## src/rtl/fetch_unit_pkg.sv

```systemverilog
// Shared widths, FSM state type and prefetch-queue entry layout for the fetch unit.
package fetch_unit_pkg;

  localparam int unsigned PC_WIDTH = 32;
  localparam int unsigned IWIDTH   = 32;

  typedef enum logic [1:0] {
    ST_IDLE = 2'd0,  // no imem request outstanding
    ST_WAIT = 2'd1,  // one request outstanding, response will be queued
    ST_DROP = 2'd2   // one request outstanding, response will be discarded
  } fetch_state_e;

  typedef struct packed {
    logic [PC_WIDTH-1:0] pc;
    logic [IWIDTH-1:0]   instr;
  } fetch_entry_t;

endpackage

```

## src/rtl/fetch_unit_if.sv

```systemverilog
// Fetch unit signal bundle: control from execute/decode, imem bus, decode output.
interface fetch_unit_if;
  import fetch_unit_pkg::*;

  logic                fu_i_ce;
  logic                fu_i_redirect;
  logic [PC_WIDTH-1:0] fu_i_redirect_pc;
  logic                fu_i_stall;
  logic                fu_o_im_req;
  logic [PC_WIDTH-1:0] fu_o_im_addr;
  logic                fu_i_im_valid;
  logic [IWIDTH-1:0]   fu_i_im_instr;
  logic                fu_o_ce;
  logic [PC_WIDTH-1:0] fu_o_pc;
  logic [IWIDTH-1:0]   fu_o_instr;

  modport master (
    input  fu_i_ce, fu_i_redirect, fu_i_redirect_pc, fu_i_stall,
    input  fu_i_im_valid, fu_i_im_instr,
    output fu_o_im_req, fu_o_im_addr, fu_o_ce, fu_o_pc, fu_o_instr
  );

  modport slave (
    output fu_i_ce, fu_i_redirect, fu_i_redirect_pc, fu_i_stall,
    output fu_i_im_valid, fu_i_im_instr,
    input  fu_o_im_req, fu_o_im_addr, fu_o_ce, fu_o_pc, fu_o_instr
  );

endinterface

```

## src/rtl/fetch_unit_fifo.sv

```systemverilog
// Prefetch queue: power-of-two circular buffer with flush; head reads zero when empty.
module fetch_fifo #(
  parameter int unsigned DEPTH = 4,
  parameter int unsigned WIDTH = 64
) (
  input  logic                     clk,
  input  logic                     rst_n,
  input  logic                     push,
  input  logic                     pop,
  input  logic                     flush,
  input  logic [WIDTH-1:0]         wdata,
  output logic [$clog2(DEPTH):0]   count,
  output logic [WIDTH-1:0]         rdata
);
  localparam int unsigned AW = $clog2(DEPTH);

  logic [WIDTH-1:0] mem_q [DEPTH];
  logic [WIDTH-1:0] mem_d [DEPTH];
  logic [AW-1:0]    rd_ptr_q, rd_ptr_d, wr_ptr_q, wr_ptr_d;
  logic [AW:0]      count_q, count_d;
  logic             do_push, do_pop;

  // Next pointer/count/storage; flush wins over push and pop.
  always_comb begin
    do_push  = push && (count_q != (AW+1)'(DEPTH));
    do_pop   = pop && (count_q != '0);
    mem_d    = mem_q;
    rd_ptr_d = rd_ptr_q;
    wr_ptr_d = wr_ptr_q;
    count_d  = count_q;
    if (flush) begin
      rd_ptr_d = '0;
      wr_ptr_d = '0;
      count_d  = '0;
    end else begin
      if (do_push) begin
        mem_d[wr_ptr_q] = wdata;
        wr_ptr_d        = wr_ptr_q + AW'(1);
      end
      if (do_pop) rd_ptr_d = rd_ptr_q + AW'(1);
      case ({do_push, do_pop})
        2'b10:   count_d = count_q + (AW+1)'(1);
        2'b01:   count_d = count_q - (AW+1)'(1);
        default: count_d = count_q;
      endcase
    end
  end

  // Control state with asynchronous active-low reset.
  always_ff @(posedge clk or negedge rst_n) begin
    if (!rst_n) begin
      rd_ptr_q <= '0;
      wr_ptr_q <= '0;
      count_q  <= '0;
    end else begin
      rd_ptr_q <= rd_ptr_d;
      wr_ptr_q <= wr_ptr_d;
      count_q  <= count_d;
    end
  end

  // Storage needs no reset: the head is masked whenever the queue is empty.
  always_ff @(posedge clk) begin
    mem_q <= mem_d;
  end

  // Head read, zero when empty.
  always_comb begin
    count = count_q;
    rdata = (count_q == '0) ? '0 : mem_q[rd_ptr_q];
  end

endmodule

```

## src/rtl/fetch_unit.sv

```systemverilog
// Instruction fetch: single-outstanding imem requester feeding a prefetch queue to decode.
module fetch_unit
  import fetch_unit_pkg::*;
#(
  parameter int unsigned         DEPTH    = 4,
  parameter logic [PC_WIDTH-1:0] RESET_PC = '0,
  parameter logic [PC_WIDTH-1:0] PC_STEP  = PC_WIDTH'(4)
) (
  input logic         d_clk,
  input logic         d_rst,
  fetch_unit_if.master fu
);
  localparam int unsigned CW = $clog2(DEPTH) + 1;

  fetch_state_e        state_q, state_d;
  logic [PC_WIDTH-1:0] pc_q, pc_d;
  logic [PC_WIDTH-1:0] req_pc_q, req_pc_d;
  logic [CW-1:0]       count;
  logic [CW:0]         occupancy;
  logic                rsp_take, im_req, push, pop, q_valid;
  fetch_entry_t        wr_entry, head;

  // Issue and queue control; an in-flight WAIT response counts as an occupied slot.
  always_comb begin
    rsp_take  = (state_q == ST_WAIT) && fu.fu_i_im_valid;
    occupancy = {1'b0, count} + (CW+1)'(state_q == ST_WAIT);
    im_req    = d_rst && fu.fu_i_ce && !fu.fu_i_redirect
                && (occupancy < (CW+1)'(DEPTH))
                && ((state_q == ST_IDLE) || rsp_take);
    q_valid   = (count != '0);
    push      = rsp_take && !fu.fu_i_redirect;
    pop       = q_valid && !fu.fu_i_redirect && !fu.fu_i_stall;
    wr_entry  = '{pc: req_pc_q, instr: fu.fu_i_im_instr};
  end

  // Next FSM state and PCs; redirect preempts everything else.
  always_comb begin
    state_d  = state_q;
    pc_d     = pc_q;
    req_pc_d = req_pc_q;
    if (fu.fu_i_redirect) begin
      pc_d = fu.fu_i_redirect_pc;
      case (state_q)
        ST_WAIT, ST_DROP: state_d = fu.fu_i_im_valid ? ST_IDLE : ST_DROP;
        default:          state_d = ST_IDLE;
      endcase
    end else begin
      case (state_q)
        ST_IDLE: state_d = im_req ? ST_WAIT : ST_IDLE;
        ST_WAIT: if (fu.fu_i_im_valid) state_d = im_req ? ST_WAIT : ST_IDLE;
        ST_DROP: if (fu.fu_i_im_valid) state_d = ST_IDLE;
        default: state_d = ST_IDLE;
      endcase
      if (im_req) begin
        req_pc_d = pc_q;
        pc_d     = pc_q + PC_STEP;
      end
    end
  end

  // FSM and PC registers.
  always_ff @(posedge d_clk or negedge d_rst) begin
    if (!d_rst) begin
      state_q  <= ST_IDLE;
      pc_q     <= RESET_PC;
      req_pc_q <= '0;
    end else begin
      state_q  <= state_d;
      pc_q     <= pc_d;
      req_pc_q <= req_pc_d;
    end
  end

  fetch_fifo #(
    .DEPTH(DEPTH),
    .WIDTH($bits(fetch_entry_t))
  ) u_fifo (
    .clk  (d_clk),
    .rst_n(d_rst),
    .push (push),
    .pop  (pop),
    .flush(fu.fu_i_redirect),
    .wdata(wr_entry),
    .count(count),
    .rdata(head)
  );

  // Drive the bus outputs.
  always_comb begin
    fu.fu_o_im_req  = im_req;
    fu.fu_o_im_addr = pc_q;
    fu.fu_o_ce      = q_valid && !fu.fu_i_redirect;
    fu.fu_o_pc      = head.pc;
    fu.fu_o_instr   = head.instr;
  end

endmodule

```

## src/flat_wrapper.sv

```systemverilog
// flat-port wrapper written by rule: the top's interface ports become plain ports
module fetch_unit_flat import fetch_unit_pkg::*;
#(
  parameter int unsigned         DEPTH    = 4,
  parameter logic [PC_WIDTH-1:0] RESET_PC = '0,
  parameter logic [PC_WIDTH-1:0] PC_STEP  = PC_WIDTH'(4)
)
  (d_clk, d_rst, fu_fu_i_ce, fu_fu_i_redirect, fu_fu_i_redirect_pc, fu_fu_i_stall, fu_fu_i_im_valid, fu_fu_i_im_instr, fu_fu_o_im_req, fu_fu_o_im_addr, fu_fu_o_ce, fu_fu_o_pc, fu_fu_o_instr);
  fetch_unit_if fu_i ();
  input logic d_clk;
  input logic d_rst;
  input wire logic [$bits(fu_i.fu_i_ce)-1:0] fu_fu_i_ce;
  input wire logic [$bits(fu_i.fu_i_redirect)-1:0] fu_fu_i_redirect;
  input wire logic [$bits(fu_i.fu_i_redirect_pc)-1:0] fu_fu_i_redirect_pc;
  input wire logic [$bits(fu_i.fu_i_stall)-1:0] fu_fu_i_stall;
  input wire logic [$bits(fu_i.fu_i_im_valid)-1:0] fu_fu_i_im_valid;
  input wire logic [$bits(fu_i.fu_i_im_instr)-1:0] fu_fu_i_im_instr;
  output wire logic [$bits(fu_i.fu_o_im_req)-1:0] fu_fu_o_im_req;
  output wire logic [$bits(fu_i.fu_o_im_addr)-1:0] fu_fu_o_im_addr;
  output wire logic [$bits(fu_i.fu_o_ce)-1:0] fu_fu_o_ce;
  output wire logic [$bits(fu_i.fu_o_pc)-1:0] fu_fu_o_pc;
  output wire logic [$bits(fu_i.fu_o_instr)-1:0] fu_fu_o_instr;
  assign fu_i.fu_i_ce = fu_fu_i_ce;
  assign fu_i.fu_i_redirect = fu_fu_i_redirect;
  assign fu_i.fu_i_redirect_pc = fu_fu_i_redirect_pc;
  assign fu_i.fu_i_stall = fu_fu_i_stall;
  assign fu_i.fu_i_im_valid = fu_fu_i_im_valid;
  assign fu_i.fu_i_im_instr = fu_fu_i_im_instr;
  assign fu_fu_o_im_req = fu_i.fu_o_im_req;
  assign fu_fu_o_im_addr = fu_i.fu_o_im_addr;
  assign fu_fu_o_ce = fu_i.fu_o_ce;
  assign fu_fu_o_pc = fu_i.fu_o_pc;
  assign fu_fu_o_instr = fu_i.fu_o_instr;
  fetch_unit #(.DEPTH(DEPTH), .RESET_PC(RESET_PC), .PC_STEP(PC_STEP)) u_core (.d_clk(d_clk), .d_rst(d_rst), .fu(fu_i));
endmodule
```

## config.mk

```make
export PLATFORM = sky130hd
export DESIGN_NAME = fetch_unit_flat
export DESIGN_NICKNAME = d
export VERILOG_FILES = /design/src/rtl/fetch_unit_pkg.sv /design/src/rtl/fetch_unit_if.sv /design/src/rtl/fetch_unit_fifo.sv /design/src/rtl/fetch_unit.sv /design/src/flat_wrapper.sv
export SDC_FILE = /design/constraint.sdc
export NUM_CORES = 1
export LEC_CHECK = 0
export CAP_MARGIN = 20
export CORE_ASPECT_RATIO = 0.7
export CORE_UTILIZATION = 37
export DETAILED_ROUTE_END_ITERATION = 8
export GPL_ROUTABILITY_DRIVEN = 0
export SLEW_MARGIN = 20
export SYNTH_ARGS = -nofsm -noshare
export SYNTH_HDL_FRONTEND = slang
export SYNTH_SLANG_ARGS = --single-unit
```

## constraint.sdc

```tcl
create_clock -name d_clk -period 3.45 [get_ports d_clk]
set_input_delay 0.69 -clock d_clk [delete_from_list [all_inputs] [get_ports d_clk]]
set_output_delay 0.69 -clock d_clk [all_outputs]
set_load 0.03 [all_outputs]
```

Word-level counts from Yosys, hierarchy flattened:

Cells that the tools add are included.

* flip-flop bits (word level): 329
* input bits: 70
* output and inout port bits: 98
* word-level logic and storage cells: 77

* add/sub/neg operators: 6
* order comparisons: 4
* eq/ne operators: 7
* mux-type cells: 22
* bitwise operators: 3
* reductions and logical operators: 25

Operator list (number)
* $bwmux W256: 1
* $mux W64: 4
* $bmux W64 S2: 1
* $demux W64 S2: 1
* $mux W32: 2
* $add A32 B3 Y32 const B: 1
* $mux W2: 9
* $logic_and A1 B1 Y1: 11
* $ne A3 B3 Y1 const B: 3
* $ge A3 B3 Y1 const B: 2
* $not A2 Y3: 2
* $pmux W2 S3: 1
* $pmux W3 S2: 1
* $reduce_and A2 Y1: 3
* $reduce_bool A2 Y1: 3
* $reduce_bool A3 Y1: 2
* $add A2 B1 Y2 const B: 2
* $add A3 B1 Y4: 1
* $eq A2 B1 Y1 const B: 2
* $eq A2 B2 Y1 const B: 2
* $lt A4 B3 Y1 const B: 1
* $add A3 B1 Y3 const B: 1
* $logic_not A3 Y1: 1
* $lt A3 B1 Y1 const B: 1
* other kinds (8): 9

Longest topological paths before layout:

* depth after elaboration: 9
* depth in mapped cells: 9
* depth with buffers taken out: 7

Hierarchy:

A second synthesis with hierarchy kept.

* cell total of the unflattened synthesis: 778
* area, all modules: 13505.5 µm²

Modules (own cells, without submodules)
* fetch_fifo: times used 1, cells each 466, area an instance 10186.0 µm², seq. area each 7862.5 µm²
* fetch_unit: times used 1, cells each 312, area an instance 3319.4 µm², seq. area each 1651.6 µm²

Least setup slack after synthesis:

OpenSTA, ideal clock, no wires.

* path type: in2reg
* from: input fu_fu_i_redirect
* to: register u_core.u_fifo.mem_q[128] (netlist bit) (enable)
* library setup time: 0.429 ns
* arrival: 2.853 ns
* data required time: 3.021 ns
* slack: 0.168 ns
* stages: 4
* buffers on the path: 2
* cells stage by stage: clkbuf_1 > clkinv_1 > clkbuf_1 > and3_1

* cells in the longest elaborated chain, start to end: 4
* elaborated cells between the ends (all ways): 5
* those cells by class: 1 x bitwise; 4 x reduce/logical

RTL lines
* start: declaration: line flat_wrapper.sv:13 `input wire logic [$bits(fu_i.fu_i_redirect)-1:0] fu_fu_i_redirect;`
* $logic_not A1 Y1: line fetch_unit.sv:31 `push = rsp_take && !fu.fu_i_redirect;`
* $logic_and A1 B1 Y1: line fetch_unit.sv:31
* $logic_and A1 B1 Y1: line fetch_unit_fifo.sv:25 `do_push = push && (count_q != (AW+1)'(DEPTH));`
* $reduce_and A2 Y1 (no source line) (*)
* end signal: assignment: line fetch_unit_fifo.sv:64 `mem_q <= mem_d;`
* end: declaration: line fetch_unit_fifo.sv:17 `logic [WIDTH-1:0] mem_q [DEPTH];`

Every way passes the cells marked *; elsewhere a longest branch is shown, timed or not.
A chain may end at the register's enable or synchronous reset.

Final worst setup path:

* from: register u_core.u_fifo.rd_ptr_q[0]
* to: output fu_fu_o_pc[27]

* cells in the longest elaborated chain, start to end: 5

RTL lines
* start: declaration: line fetch_unit_fifo.sv:19 `logic [AW-1:0] rd_ptr_q, rd_ptr_d, wr_ptr_q, wr_ptr_d;`
* start signal: assignment: line fetch_unit_fifo.sv:56 `rd_ptr_q <= rd_ptr_d;`
* $not A2 Y3 (implied by the code): line fetch_unit_fifo.sv:70 `rdata = (count_q == '0) ? '0 : mem_q[rd_ptr_q];`
* $bmux W64 S2: line fetch_unit_fifo.sv:70
* $mux W64 (implied by the code) (2 in a row): line fetch_unit_fifo.sv:70
* $mux W64: line fetch_unit_fifo.sv:70
* end: declaration: line flat_wrapper.sv:21 `output wire logic [$bits(fu_i.fu_o_pc)-1:0] fu_fu_o_pc;`

Every way passes these cells. The select of a mux whose other input is x is not followed.

==> results.py <==
metrics = {
    "status": {
        "status": "finished clean",
    },
    "routing": {
        "met1_length_um": 14200,
        "wirelength_um": 30300,
        "num_vias": 7614,
        "topRoutingLayerUsed": "met4",
        "ant_nets": 0,
        "drt_iter0_drc": 432,
        "dr_wl_met2_um": 14200,
        "first_pass_iters": 4,
        "met3_length_um": 1370,
        "wl_per_cell_um": 20.7,
        "avgViaCountPerCell": 5.19,
        "drc": 0,
    },
    "die": {
        "initial_core_util": 0.375,
        "core_area_sq_um": 35800,
        "io_pins": 168,
        "core.rowCount": 58,
        "fp.dieW_um": 230,
        "fp.dieArea_sq_um": 37100,
        "die_h_um": 161,
    },
    "synthesis": {
        "muxShareOfSynthArea": 0.139,
        "synth_top_family_by_area": "multiplexers",
        "ys_warn_count": 0,
        "syn-mean-instance-area_sq_um": 17.4,
        "postSynthCellCount": 773,
        "yosysUniqueCellTypes": 49,
        "synth-simple-area-share": 0.0899,
        "async_reset_ff_frac": 0.222,
        "synth_flop_cell": "edfxtp_1",
        "synth-edff-count": 256,
        "syn_nets": 852,
        "synthesis.area_sq_um": 13400,
        "synth-seq-area-share": 0.708,
        "synth_seq_cells": 329,
        "synth-adder-area-share": 0.00893,
        "synth-compound-area-share": 0.0329,
        "synth_xor_area_frac": 0.00391,
    },
    "power_and_ir_drop": {
        "vdd_drop_max_uv": 393,
        "p_leak_nw": 5.53,
        "power.density_nw_per_um2": 706,
    },
    "clocking": {
        "root_buffer": "clkbuf_16",
        "cts-resized-gates": 0,
        "clock_sinks": 329,
        "cts.htree.levels": 2,
        "clk_path_buf_depth": 3,
        "cts_tree": "built",
        "numCtsBuffers": 34,
        "clk_pin_slew_ps": 60,
        "clk_latency_ps": 510,
    },
    "worst_setup_path": {
        "cp_slowest_cell": "clkdlybuf4s50_1",
        "setup.worst_path.end": "fu_fu_o_pc[27]",
        "cp.arrival_ps": 2610,
        "worstPathRequired_ps": 2760,
        "cp_cell_sequence": "buf_4 > mux4_2 > nor2b_1 > clkdlybuf4s50_1",
        "r2r_end": "u_core.u_fifo.count[2]",
        "rr_startpoint": "u_core.u_fifo.count[0]",
        "crit_start": "u_core.u_fifo.rd_ptr_q[0]",
        "start_kind": "register",
        "r2r_slack_ps": 900,
        "cp_max_fo": 7,
        "max_stage_delay_ps": 730,
        "reg2reg_depth": 8,
        "end_kind": "primary output",
        "critical_path_class": "reg2out",
    },
    "timing": {
        "hold_violations": 0,
        "period_share": 0.958,
        "max-slew-margin-rel": 0.431,
        "drv_slew": 0,
        "timing.setup.tns_ps": 0,
        "tightest_slew_ps": 854,
        "fin_hold_ws_ps": 518,
        "rsz0062_at_grt": "no",
        "timing.fmax_ghz": 0.303,
        "setup_viol": 0,
        "skew_ps": 16.6,
        "post-route-min-period_ps": 3300,
    },
    "layout": {
        "final_nets": 1039,
        "final_core_util": 0.476,
        "drive_above_1_share": 0.197,
        "stdcell_count": 1466,
        "syn_to_final_growth_pct": 26.8,
        "num_antenna_cells": 0,
        "n_fill_cell": 3102,
    },
    "global_routing": {
        "grt_pass1_vias": 7851,
        "grt_start_max_net_pins": 71,
        "groute.usage.overall": 0.166,
        "antenna_found_initial": 0,
        "grt_first_pass_wirelength_um": 46900,
        "grt_overflow": 0,
    },
    "min_path": {
        "min_path_cells": 0,
        "hold_start": "u_core.req_pc_q[25]",
        "min_path_type": "reg2reg",
    },
    "placed_design": {
        "dp.cells": 1400,
        "io_buffers": 167,
        "dpl.hpwl_um": 19200,
    },
    "flow_run": {
        "cap_viol_max_count": 0,
    },
}
## kinds of logic (layout without fill, tap and decap cells)
kind of cell / count (synthesis) / count (layout)
xor+xnor: 6 / 6
compound gates: 66 / 66
flops: 329 / 329
simple gates: 207 / 207
buf+inv: 53 / 266
mux: 103 / 103
fa+ha+maj: 9 / 9
## cells in the final DEF (no fill, tap or decap), types with 4 or more instances in the layout
master	Yosys	layout
mux2i_1	4	4
nor2_1	32	31
o31ai_1	17	17
dfrtp_1	73	71
nor2b_1	71	71
nor4_1	5	5
buf_4	0	16
nand2_1	17	17
or4_1	18	18
clkdlybuf4s50_1	0	164
mux2_2	35	35
nand4_1	8	8
inv_1	9	9
buf_12	0	11
a21oi_1	5	5
and3_1	8	4
xnor2_1	5	5
o21ai_0	14	14
nand3_1	20	20
and3_4	1	5
clkbuf_16	0	37
ha_1	8	8
clkbuf_1	27	11
edfxtp_1	256	256
mux4_2	64	64
nor3_1	7	6
a31oi_1	18	18
## through the flow
step | area [sq um] | power [mW] | worst slack, ps
2_1_floorplan | 13400 | 6.97 | 168
3_3_place_gp | 15900 | 8.37 | 396
3_5_place_dp | 15900 | 8.41 | 396
4_1_cts | 17000 | 12.2 | 94.0
5_1_grt | 17000 | 12.6 | 42.7
6_report | 17000 | 12.0 | 146
## Yosys cell counts (8+ instances only)
master | instances | area share
edfxtp_1 | 256 | 0.57
clkbuf_1 | 27 | 0.0075
o31ai_1 | 17 | 0.0095
a31oi_1 | 18 | 0.0084
nor2_1 | 32 | 0.0089
inv_1 | 9 | 0.0025
buf_2 | 8 | 0.0030
mux4_2 | 64 | 0.11
nand4_1 | 8 | 0.0037
nand3_1 | 20 | 0.0074
ha_1 | 8 | 0.0074
dfrtp_1 | 73 | 0.14
or4_1 | 18 | 0.010
o21ai_0 | 14 | 0.0052
and3_1 | 8 | 0.0037
nand2_1 | 17 | 0.0047
mux2_2 | 35 | 0.029
nor2b_1 | 71 | 0.033
## critical path, delay by kind of cell (launching register included)
kind | cells | cell delay, ps
buffers and inverters | 2 | 920
flip-flops | 1 | 570
multiplexers | 1 | 330
AND/OR/NAND/NOR | 1 | 270
## how the worst min path moves through the flow
stage,to,slack [ps]
finish,u_core.u_fifo.mem_q[121],520
global route,u_core.u_fifo.mem_q[58],540
CTS,u_core.u_fifo.mem_q[172],520
detailed placement,u_core.u_fifo.mem_q[114],510
global placement,u_core.u_fifo.mem_q[109],500
floorplan,u_core.fu.fu_o_im_addr[0],390
## cell type report
type / instances / area [sq um] / share of cell area
clock inverters: 11 / 136 / 0.00800
repair buffers: 194 / 2010 / 0.118
clock buffers: 51 / 1010 / 0.0592
multi-input cells: 391 / 3730 / 0.219
flip-flops and latches: 329 / 9520 / 0.558
well taps: 480 / 601 / 0.0352
inverters: 10 / 37.5 / 0.00220
## layer usage
metal  vias up  global-route usage
met1      3950               0.240
met4         0              0.0424
met2       180               0.259
met3        42              0.0318
met5         -                   0
li1       3442                   -
## sequential cells by signal, summed over array words and instances, names as in the netlist
name and count:
u_core.u_fifo.mem_q 256, u_core.fu.fu_o_im_addr 32, u_core.req_pc_q 32, u_core.u_fifo.count 3, u_core.state_q 2, u_core.u_fifo.rd_ptr_q 2, u_core.u_fifo.wr_ptr_q 2
## repair_timing
action / in CTS / in global routing
endpoints found under the setup margin: 47 / 0
endpoints found under the hold margin: 10 / 0
hold buffers: 1 / 0
setup buffers: 3 / 0
## power by group
group | leakage (nW) | switching, mW | internal, mW | total, mW
clock | 0.553 | 1.47 | 2.26 | 3.72
combinational | 1.83 | 1.77 | 1.47 | 3.24
sequential | 3.14 | 0.347 | 4.72 | 5.06
No activity file was read; power rests on OpenSTA's default activity.
